`src/rtl/sdram_port_arbiter.sv`:
```
// Shares one SDRAM controller Avalon-MM port between a priority video reader (port 0) and a host bridge (port 1).
// Write bursts hold the grant until their last beat; read beats return to their issuer through an in-order tag FIFO.
module sdram_port_arbiter #(
  parameter int AW       = 22,
  parameter int DW       = 16,
  parameter int BW       = 5,
  parameter int MAXPEND  = 4,
  parameter int HP_LIMIT = 8
) (
  input  logic              iCLK,
  input  logic              iRESET,
  input  logic [AW-1:0]     iP0_ADDRESS,
  input  logic              iP0_READ,
  input  logic              iP0_WRITE,
  input  logic [DW-1:0]     iP0_WRITE_DATA,
  input  logic [DW/8-1:0]   iP0_BYTE_ENABLE,
  input  logic [BW-1:0]     iP0_BURST_COUNT,
  output logic              oP0_WAIT_REQUEST,
  output logic [DW-1:0]     oP0_READ_DATA,
  output logic              oP0_READ_DATAVALID,
  input  logic [AW-1:0]     iP1_ADDRESS,
  input  logic              iP1_READ,
  input  logic              iP1_WRITE,
  input  logic [DW-1:0]     iP1_WRITE_DATA,
  input  logic [DW/8-1:0]   iP1_BYTE_ENABLE,
  input  logic [BW-1:0]     iP1_BURST_COUNT,
  output logic              oP1_WAIT_REQUEST,
  output logic [DW-1:0]     oP1_READ_DATA,
  output logic              oP1_READ_DATAVALID,
  output logic [AW-1:0]     oM_ADDRESS,
  output logic [DW-1:0]     oM_WRITE_DATA,
  output logic [DW/8-1:0]   oM_BYTE_ENABLE,
  output logic [BW-1:0]     oM_BURST_COUNT,
  output logic              oM_READ,
  output logic              oM_WRITE,
  input  logic              iM_WAIT_REQUEST,
  input  logic [DW-1:0]     iM_READ_DATA,
  input  logic              iM_READ_DATAVALID,
  output logic              oERR_ORPHAN
);
  // state    | meaning
  // IDLE     | controller port free; choose the next grant
  // RD_CMD   | granted port's read command presented until accepted
  // WR_BURST | granted port owns the controller until its last write beat
  typedef enum logic [1:0] {IDLE, RD_CMD, WR_BURST} state_t;

  localparam int PW = $clog2(MAXPEND);
  localparam int HW = $clog2(HP_LIMIT + 1);

  state_t                      state;
  logic                        gnt;
  logic                        m_read;
  logic [BW-1:0]               wr_left;
  logic [HW-1:0]               hp_cnt;
  logic [PW:0]                 fifo_cnt;
  logic [PW-1:0]               wr_ptr, rd_ptr;
  logic [MAXPEND-1:0]          tag_port;
  logic [MAXPEND-1:0][BW-1:0]  tag_len;
  logic                        ret_busy;
  logic [BW-1:0]               ret_left;

  logic p0_rd, p0_wr, p1_rd, p1_wr, p0_ok, p1_ok, p1_req;
  logic fifo_full, fifo_empty, hp_max, pick_p1, any_ok;
  logic [BW-1:0] p0_len, p1_len, g_len, cur_left;
  logic g_write, rd_acc, wr_acc, busy, beat, pop, head_port;

  // READ wins when a port raises both strobes
  assign p0_rd  = iP0_READ;
  assign p0_wr  = iP0_WRITE & ~iP0_READ;
  assign p1_rd  = iP1_READ;
  assign p1_wr  = iP1_WRITE & ~iP1_READ;
  assign p1_req = iP1_READ | iP1_WRITE;

  assign fifo_full  = (fifo_cnt == (PW+1)'(MAXPEND));
  assign fifo_empty = (fifo_cnt == '0);
  assign p0_ok      = p0_wr | (p0_rd & ~fifo_full);
  assign p1_ok      = p1_wr | (p1_rd & ~fifo_full);
  assign hp_max     = (hp_cnt == HW'(HP_LIMIT));
  assign pick_p1    = p1_ok & (hp_max | ~p0_ok);
  assign any_ok     = p0_ok | p1_ok;

  assign p0_len = (iP0_BURST_COUNT == '0) ? BW'(1) : iP0_BURST_COUNT;
  assign p1_len = (iP1_BURST_COUNT == '0) ? BW'(1) : iP1_BURST_COUNT;
  assign g_len  = gnt ? p1_len : p0_len;

  assign oM_ADDRESS     = gnt ? iP1_ADDRESS     : iP0_ADDRESS;
  assign oM_WRITE_DATA  = gnt ? iP1_WRITE_DATA  : iP0_WRITE_DATA;
  assign oM_BYTE_ENABLE = gnt ? iP1_BYTE_ENABLE : iP0_BYTE_ENABLE;
  assign oM_BURST_COUNT = g_len;
  assign g_write        = gnt ? iP1_WRITE : iP0_WRITE;

  assign oM_READ  = m_read;
  assign oM_WRITE = (state == WR_BURST) & g_write;
  assign rd_acc   = m_read & ~iM_WAIT_REQUEST;
  assign wr_acc   = oM_WRITE & ~iM_WAIT_REQUEST;
  assign busy     = (state != IDLE);

  assign oP0_WAIT_REQUEST = ~(busy & ~gnt) | iM_WAIT_REQUEST;
  assign oP1_WAIT_REQUEST = ~(busy &  gnt) | iM_WAIT_REQUEST;

  always_ff @(posedge iCLK or posedge iRESET) begin
    if (iRESET) begin
      state   <= IDLE;
      gnt     <= 1'b0;
      m_read  <= 1'b0;
      wr_left <= '0;
      hp_cnt  <= '0;
    end else begin
      case (state)
        IDLE: if (any_ok) begin
          gnt <= pick_p1;
          if (pick_p1 ? p1_rd : p0_rd) begin
            state  <= RD_CMD;
            m_read <= 1'b1;
          end else begin
            state   <= WR_BURST;
            wr_left <= pick_p1 ? p1_len : p0_len;
          end
        end
        RD_CMD: if (rd_acc) begin
          state  <= IDLE;
          m_read <= 1'b0;
        end
        WR_BURST: if (wr_acc) begin
          if (wr_left == BW'(1)) state <= IDLE;
          else                   wr_left <= wr_left - BW'(1);
        end
        default: state <= IDLE;
      endcase

      // starvation counter only advances at a port-0 grant while port 1 waits
      if (!p1_req)
        hp_cnt <= '0;
      else if (state == IDLE && any_ok) begin
        if (pick_p1)      hp_cnt <= '0;
        else if (!hp_max) hp_cnt <= hp_cnt + HW'(1);
      end
    end
  end

  assign head_port = tag_port[rd_ptr];
  assign beat      = iM_READ_DATAVALID & ~fifo_empty;
  assign cur_left  = ret_busy ? ret_left : tag_len[rd_ptr];
  assign pop       = beat & (cur_left == BW'(1));

  assign oP0_READ_DATA      = iM_READ_DATA;
  assign oP1_READ_DATA      = iM_READ_DATA;
  assign oP0_READ_DATAVALID = beat & ~head_port;
  assign oP1_READ_DATAVALID = beat &  head_port;

  always_ff @(posedge iCLK or posedge iRESET) begin
    if (iRESET) begin
      wr_ptr      <= '0;
      rd_ptr      <= '0;
      fifo_cnt    <= '0;
      tag_port    <= '0;
      tag_len     <= '0;
      ret_busy    <= 1'b0;
      ret_left    <= '0;
      oERR_ORPHAN <= 1'b0;
    end else begin
      if (rd_acc) begin
        tag_port[wr_ptr] <= gnt;
        tag_len[wr_ptr]  <= g_len;
        wr_ptr           <= wr_ptr + PW'(1);
      end
      if (pop) rd_ptr <= rd_ptr + PW'(1);
      fifo_cnt <= fifo_cnt + (PW+1)'(rd_acc) - (PW+1)'(pop);
      if (beat) begin
        ret_busy <= ~pop;
        ret_left <= cur_left - BW'(1);
      end
      // a same-cycle push does not rescue a beat that arrives with nothing outstanding
      if (iM_READ_DATAVALID && fifo_empty) oERR_ORPHAN <= 1'b1;
    end
  end
endmodule
```
`config.mk`:
```
export PLATFORM = sky130hd
export DESIGN_NAME = sdram_port_arbiter
export DESIGN_NICKNAME = d
export VERILOG_FILES = /design/src/rtl/sdram_port_arbiter.sv
export SDC_FILE = /design/constraint.sdc
export NUM_CORES = 1
export LEC_CHECK = 0
export ABC_AREA = 1
export CAP_MARGIN = 20
export CORE_ASPECT_RATIO = 1.25
export CORE_MARGIN = 3
export CORE_UTILIZATION = 24
export CTS_CLUSTER_SIZE = 10
export DETAILED_ROUTE_END_ITERATION = 8
export GPL_ROUTABILITY_DRIVEN = 0
export RECOVER_POWER = 50
export SETUP_SLACK_MARGIN = 0.2
export SKIP_LAST_GASP = 1
export SLEW_MARGIN = 20
export SYNTH_ARGS = -nofsm -noshare
export SYNTH_HDL_FRONTEND = slang
export SYNTH_SLANG_ARGS = --single-unit
export TNS_END_PERCENT = 30
```
`constraint.sdc`:
```
create_clock -name iCLK -period 3.3 [get_ports iCLK]
set_input_delay 0.99 -clock iCLK [delete_from_list [all_inputs] [get_ports iCLK]]
set_output_delay 0.99 -clock iCLK [all_outputs]
set_load 0.1 [all_outputs]
```
Yosys cells after proc, flatten, opt, wreduce, memory -nomap -nowiden
Cells that the tools add are included.
Widths: inputs -> output; s select.
{ "word_totals": {"ff_bits": 51, "in_bits": 114, "output_inout_bits": 84, "wordCells": 127} }
{ "op_classes": {"addsub": 7, "order_cmp": 3, "n_eq_ne": 15, "mux": 39, "bitwise_logic": 32, "n_reduce_logical": 15} }
{ "op_table": {"columns": ["operator", "count"], "rows": [
  ["$mux 5", 11],
  ["$mux 22", 1],
  ["$bwmux 20", 1],
  ["$mux 16", 1],
  ["$mux 4", 4],
  ["$and 1x1->1", 14],
  ["$mux 2", 6],
  ["$ne 2x2->1 const B", 6],
  ["$not 1->1", 11],
  ["$bmux 5 s2", 1],
  ["$demux 5 s2", 1],
  ["$eq 5x1->1 const B", 2],
  ["$logic_not 5->1", 2],
  ["$pmux 5 s2", 1],
  ["$sub 5x1->5 const B", 2],
  ["$reduce_and 4->1", 2],
  ["$mux 1", 7],
  ["$or 1x1->1", 7],
  ["$lt 2x3->1 const B", 2],
  ["$pmux 2 s3", 1],
  ["$reduce_bool 2->1", 3],
  ["$reduce_and 5->1", 1],
  ["$add 2x1->2 const B", 2],
  ["$add 4x1->4 const B", 1],
  ["17 further kinds", 21]
]} }

Longest topological paths before layout
{ "depth": {"ltp_word": 11, "depth_mapped": 18, "depth_no_buf": 16} }

Least setup slack after synthesis
Ideal clock, no wire load.
{ "synth_timing": {"kind": "input to output", "from": "input port iP0_BURST_COUNT[4]", "to": "output port oM_BURST_COUNT[4]", "arrival_ns": 2.502, "required_ns": 2.310, "setup_slack_ns": -0.192, "stages": 2, "path_buffers": 0, "cell_sequence": "inv_1 -> o21ai_1"} }
{ "synth_between": {"elab_chain_cells": 3} }
{ "synth_rtl": {"columns": ["item", "line_no", "source"], "rows": [
  ["start, declared", "17", "input logic [BW-1:0] iP0_BURST_COUNT,"],
  ["$logic_not 5->1", "82", "assign p0_len = (iP0_BURST_COUNT == '0) ? BW'(1) : iP0_BURST_COUNT;"],
  ["$mux 5 (*)", "82", null],
  ["$mux 5 (*)", "84", "assign g_len = gnt ? p1_len : p0_len;"],
  ["end, declared", "33", "output logic [BW-1:0] oM_BURST_COUNT,"]
]} }
Mark *: on every way between the ends. The rest lies on a longest branch, timed or not.

Worst setup path in the final report
{ "layout_timing": {"from": "input port iM_READ_DATAVALID", "to": "output port oP0_READ_DATAVALID"} }
{ "layout_between": {"elab_chain_cells": 2} }
{ "layout_rtl": {"columns": ["item", "line_no", "source"], "rows": [
  ["start, declared", "38", "input logic iM_READ_DATAVALID,"],
  ["$and 1x1->1", "142", "assign beat = iM_READ_DATAVALID & ~fifo_empty;"],
  ["$and 1x1->1", "148", "assign oP0_READ_DATAVALID = beat & ~head_port;"],
  ["end, declared", "20", "output logic oP0_READ_DATAVALID,"]
]} }
No other way between the ends.

==> impl_metrics.tcl <==
set metrics [dict create \
    r2r_end "fifo_cnt[2]$_DFF_PP0_" \
    cts.sinks 51 \
    drv_cap 0 \
    viasPerCell 4.15 \
    grt_pass1_vias 3501 \
    slowest_delay_ns 0.57 \
    avgSynthCellArea_um2 6.73 \
    clockBufferDepth 2 \
    dp.final_hpwl_um 9300 \
    layout_min_cycle_time_ns 3.13 \
    path_cells "dlygate4sd3_1, nand2_2, nor2_1, buf_12" \
    cp_num_buf_inv 2 \
    final.fill_count 1607 \
    crit_path_start_kind "primary input" \
    start_util_pct 24.6 \
    wl_per_cell_um 12.4 \
    muxShareOfSynthArea_pct 0 \
    clkPwrFrac_pct 7.3 \
    synth_top_area_share_pct 33.2 \
    cts_root_buf "clkbuf_16" \
    numCtsBuffers 5 \
    drc 0 \
    pwr-share-seq_pct 17.0 \
    vias 3772 \
    io_pins 198 \
    cp_top_family "buffers and inverters" \
    synth_flop_cell "dfrtp_1" \
    die_w_um 119 \
    final-hold-violation-count 0 \
    drive_above_1_share_pct 17.1 \
    crit_end "oP0_READ_DATAVALID" \
    final_antenna_net_count 0 \
    port_buffers 149 \
    htree_levels 2 \
    ir_worst_vdd_mv 0.664 \
    worstPathMaxFanout 8 \
    fin_cells 909 \
    grt_pass1_wl_um 17600 \
    max_slew_margin_pct 22.8 \
    wl_um 11300 \
    crit_cells 4 \
    rows 51 \
    r2r-start "rd_ptr[0]$_DFFE_PP0P_" \
    switchingPower_mw 3.97 \
    clock_latency_ns 0.28 \
    seqCellArea_um2 1280 \
    syn_to_final_growth_pct 57.6 \
    rrSetupSlack_ns 0.54 \
    die_y_um 147 \
    netlist_area_um2 3840 \
    max_freq_mhz 319 \
    diodes 0 \
    synth_most_common_cell "nand2_1" \
    p_int_mw 2.97 \
    finalSetupTns_ns 0 \
    drt_pass1_iterations 4 \
    fin_crit_sh_pct 94.9 \
    core_area_um2 15600 \
    synth-simple-area-share_pct 37.2 \
    cts.clk_slew.worst_paths_ns 0.06 \
    grt_max_degree 45 \
    outcome "completed" \
    yosys_warnings 0 \
    cp_slowest_cell "dlygate4sd3_1" \
    cts_hold_buf 0 \
    grt.total_usage_pct 12.4 \
    design_area_um2 6050 \
    worstPathArrival_ns 2.14 \
    worst-setup-path-type "in2out" \
    yosysTopAreaCell "dfrtp_1" \
    synth_fa_ha_area_share_pct 4.11 \
    antenna_found_initial 0 \
    p_comb_share_pct 75.7 \
    required_ns 2.31 \
    endpoint_kind "output pin" \
    overflow 0 \
    worstSetupStartpoint "iM_READ_DATAVALID" \
    synth_cells 570 \
    power_leakage_nw 3.01 \
    rsz0062_at_grt "no" \
    cts_tree "built" \
    ys_seq_elements 51 \
    setup_viol 0 \
    skew_ns 0.00439 \
    syn-num-nets 696 \
    placed_cells 901 \
    holdCritPathClass "reg2reg" \
    hold_start "tag_len[15]$_DFFE_PP0P_" \
    synthTopCellsByArea "dfrtp_1 33%, nand2_1 24%, buf_4 6.3%" \
    synth_compound_area_share_pct 7.99 \
    drv_slew 0 \
    synth_top_family_by_area "simple AND/OR/NAND/NOR gates" \
    synth_edf_count 0 \
    async_reset_ff_share_pct 100 \
    die-area_um2 17600 \
    multi_input_area_um2 2000 \
    synth_seq_area_share_pct 33.2 \
    r2r_cells 15 \
    synth.distinct_cells 38 \
    p_sw_share_pct 57.2 \
    synth-xor-area-share_pct 2.05 \
    placed_area_um2 5890 \
    drt_iter0_markers 163 \
    ys_top_cells_by_count "250 x nand2_1, 58 x inv_1, 51 x dfrtp_1, 40 x o21ai_0, 32 x buf_4" \
    worstMarginPinSlew_ns 1.16 \
    nets 823 \
    power_density_nw_per_um2 1150 \
]
[layout make-up]
class | count | area share, %
timing repair buffer | 168 | 34.9
multi-input combinational | 405 | 33.1
sequential | 51 | 21.1
tap | 212 | 4.38
inverter | 66 | 4.18
clock buffer | 6 | 2.30
clock inverter | 1 | 0.0827
[registers in the layout, indices dropped and copies added (netlist names)]
signal	count
hp_cnt	4
wr_left	5
tag_len	20
tag_port	4
state	2
gnt	1
ret_left	5
ret_busy	1
oM_READ	1
rd_ptr	2
wr_ptr	2
oERR_ORPHAN	1
fifo_cnt	3
[stage by stage]
stage	hold slack, ns	utilization (%)	power [mW]	setup slack, ns
after floorplan	0.446	-	4.87	-0.181
after global placement	0.462	37.7	6.44	-0.280
after detailed placement	0.474	37.7	6.48	-0.282
after CTS	0.490	38.7	7.01	0.120
after global routing	0.503	38.7	7.37	0.129
final	0.484	38.7	6.94	0.169
[cells by family (layout without fill, tap and decap cells)]
family,after synthesis,after routing
AO/OA/AOI/OAI,57,57
XOR/XNOR,9,9
adder cells (fa/ha/maj),12,12
buffers and inverters,114,241
flip-flops,51,51
AND/OR/NAND/NOR,327,327
[what timing repair did]
item,CTS,global route
setup endpoints to repair,3,2
pin swaps,2,5
setup buffers,0,1
resized for setup,10,7
[worst min path at each step]
stage / end / cells past startpoint
after CTS: tag_len[15]$_DFFE_PP0P_ / 2
after global placement: oERR_ORPHAN$_DFFE_PP0P_ / 1
final: tag_len[15]$_DFFE_PP0P_ / 2
after global routing: tag_len[0]$_DFFE_PP0P_ / 2
after floorplan: ret_left[1]$_DFFE_PP0P_ / 2
after detailed placement: tag_len[15]$_DFFE_PP0P_ / 2
[worst register-to-register path, delay by kind of cell (launching register included)]
kind                     cells  cell delay (ns)
flip-flops                   1             0.70
AND/OR/NAND/NOR              8             0.79
adder cells (fa/ha/maj)      3             0.71
buffers and inverters        3             0.29
XOR/XNOR                     1             0.13
[power by group through the flow]
| stage | Sequential, mW | Clock, mW | Combinational [mW] |
|---|---|---|---|
| 2_1_floorplan | 1.15 | 0 | 3.73 |
| 3_3_place_gp | 1.18 | 0 | 5.26 |
| 3_5_place_dp | 1.19 | 0 | 5.29 |
| 4_1_cts | 1.18 | 0.522 | 5.31 |
| 5_1_grt | 1.21 | 0.547 | 5.61 |
| 6_report | 1.18 | 0.510 | 5.25 |
[per-layer routing]
metal / GRT usage, % / part of all wire, %
met5: 0 / 0
met4: 5.04 / 3.4
met3: 2.53 / 5.3
met2: 22.5 / 52
met1: 14.2 / 40
[layout by cell type, fill, tap and decap left out, types with 2 or more instances in the layout]
master	netlist	routed
nand2_1	250	249
clkdlybuf4s50_1	0	87
inv_1	58	56
dfrtp_1	51	50
buf_12	0	50
o21ai_0	40	39
nand3_1	27	27
nor2_1	14	15
buf_4	32	15
nand2_2	11	12
ha_1	11	11
inv_2	6	8
nand3_2	6	6
xor2_1	6	6
clkbuf_1	5	6
clkbuf_16	0	5
o21ai_1	6	4
o21ai_2	2	4
nand4_1	4	4
dlygate4sd2_1	0	4
nor2_4	3	3
nand2_4	3	3
xnor2_1	3	3
a21oi_1	4	3
dlygate4sd3_1	0	3
dlymetal6s2s_1	0	3
inv_4	2	2
or2_1	2	2
Power figures use the tool's default switching activity.
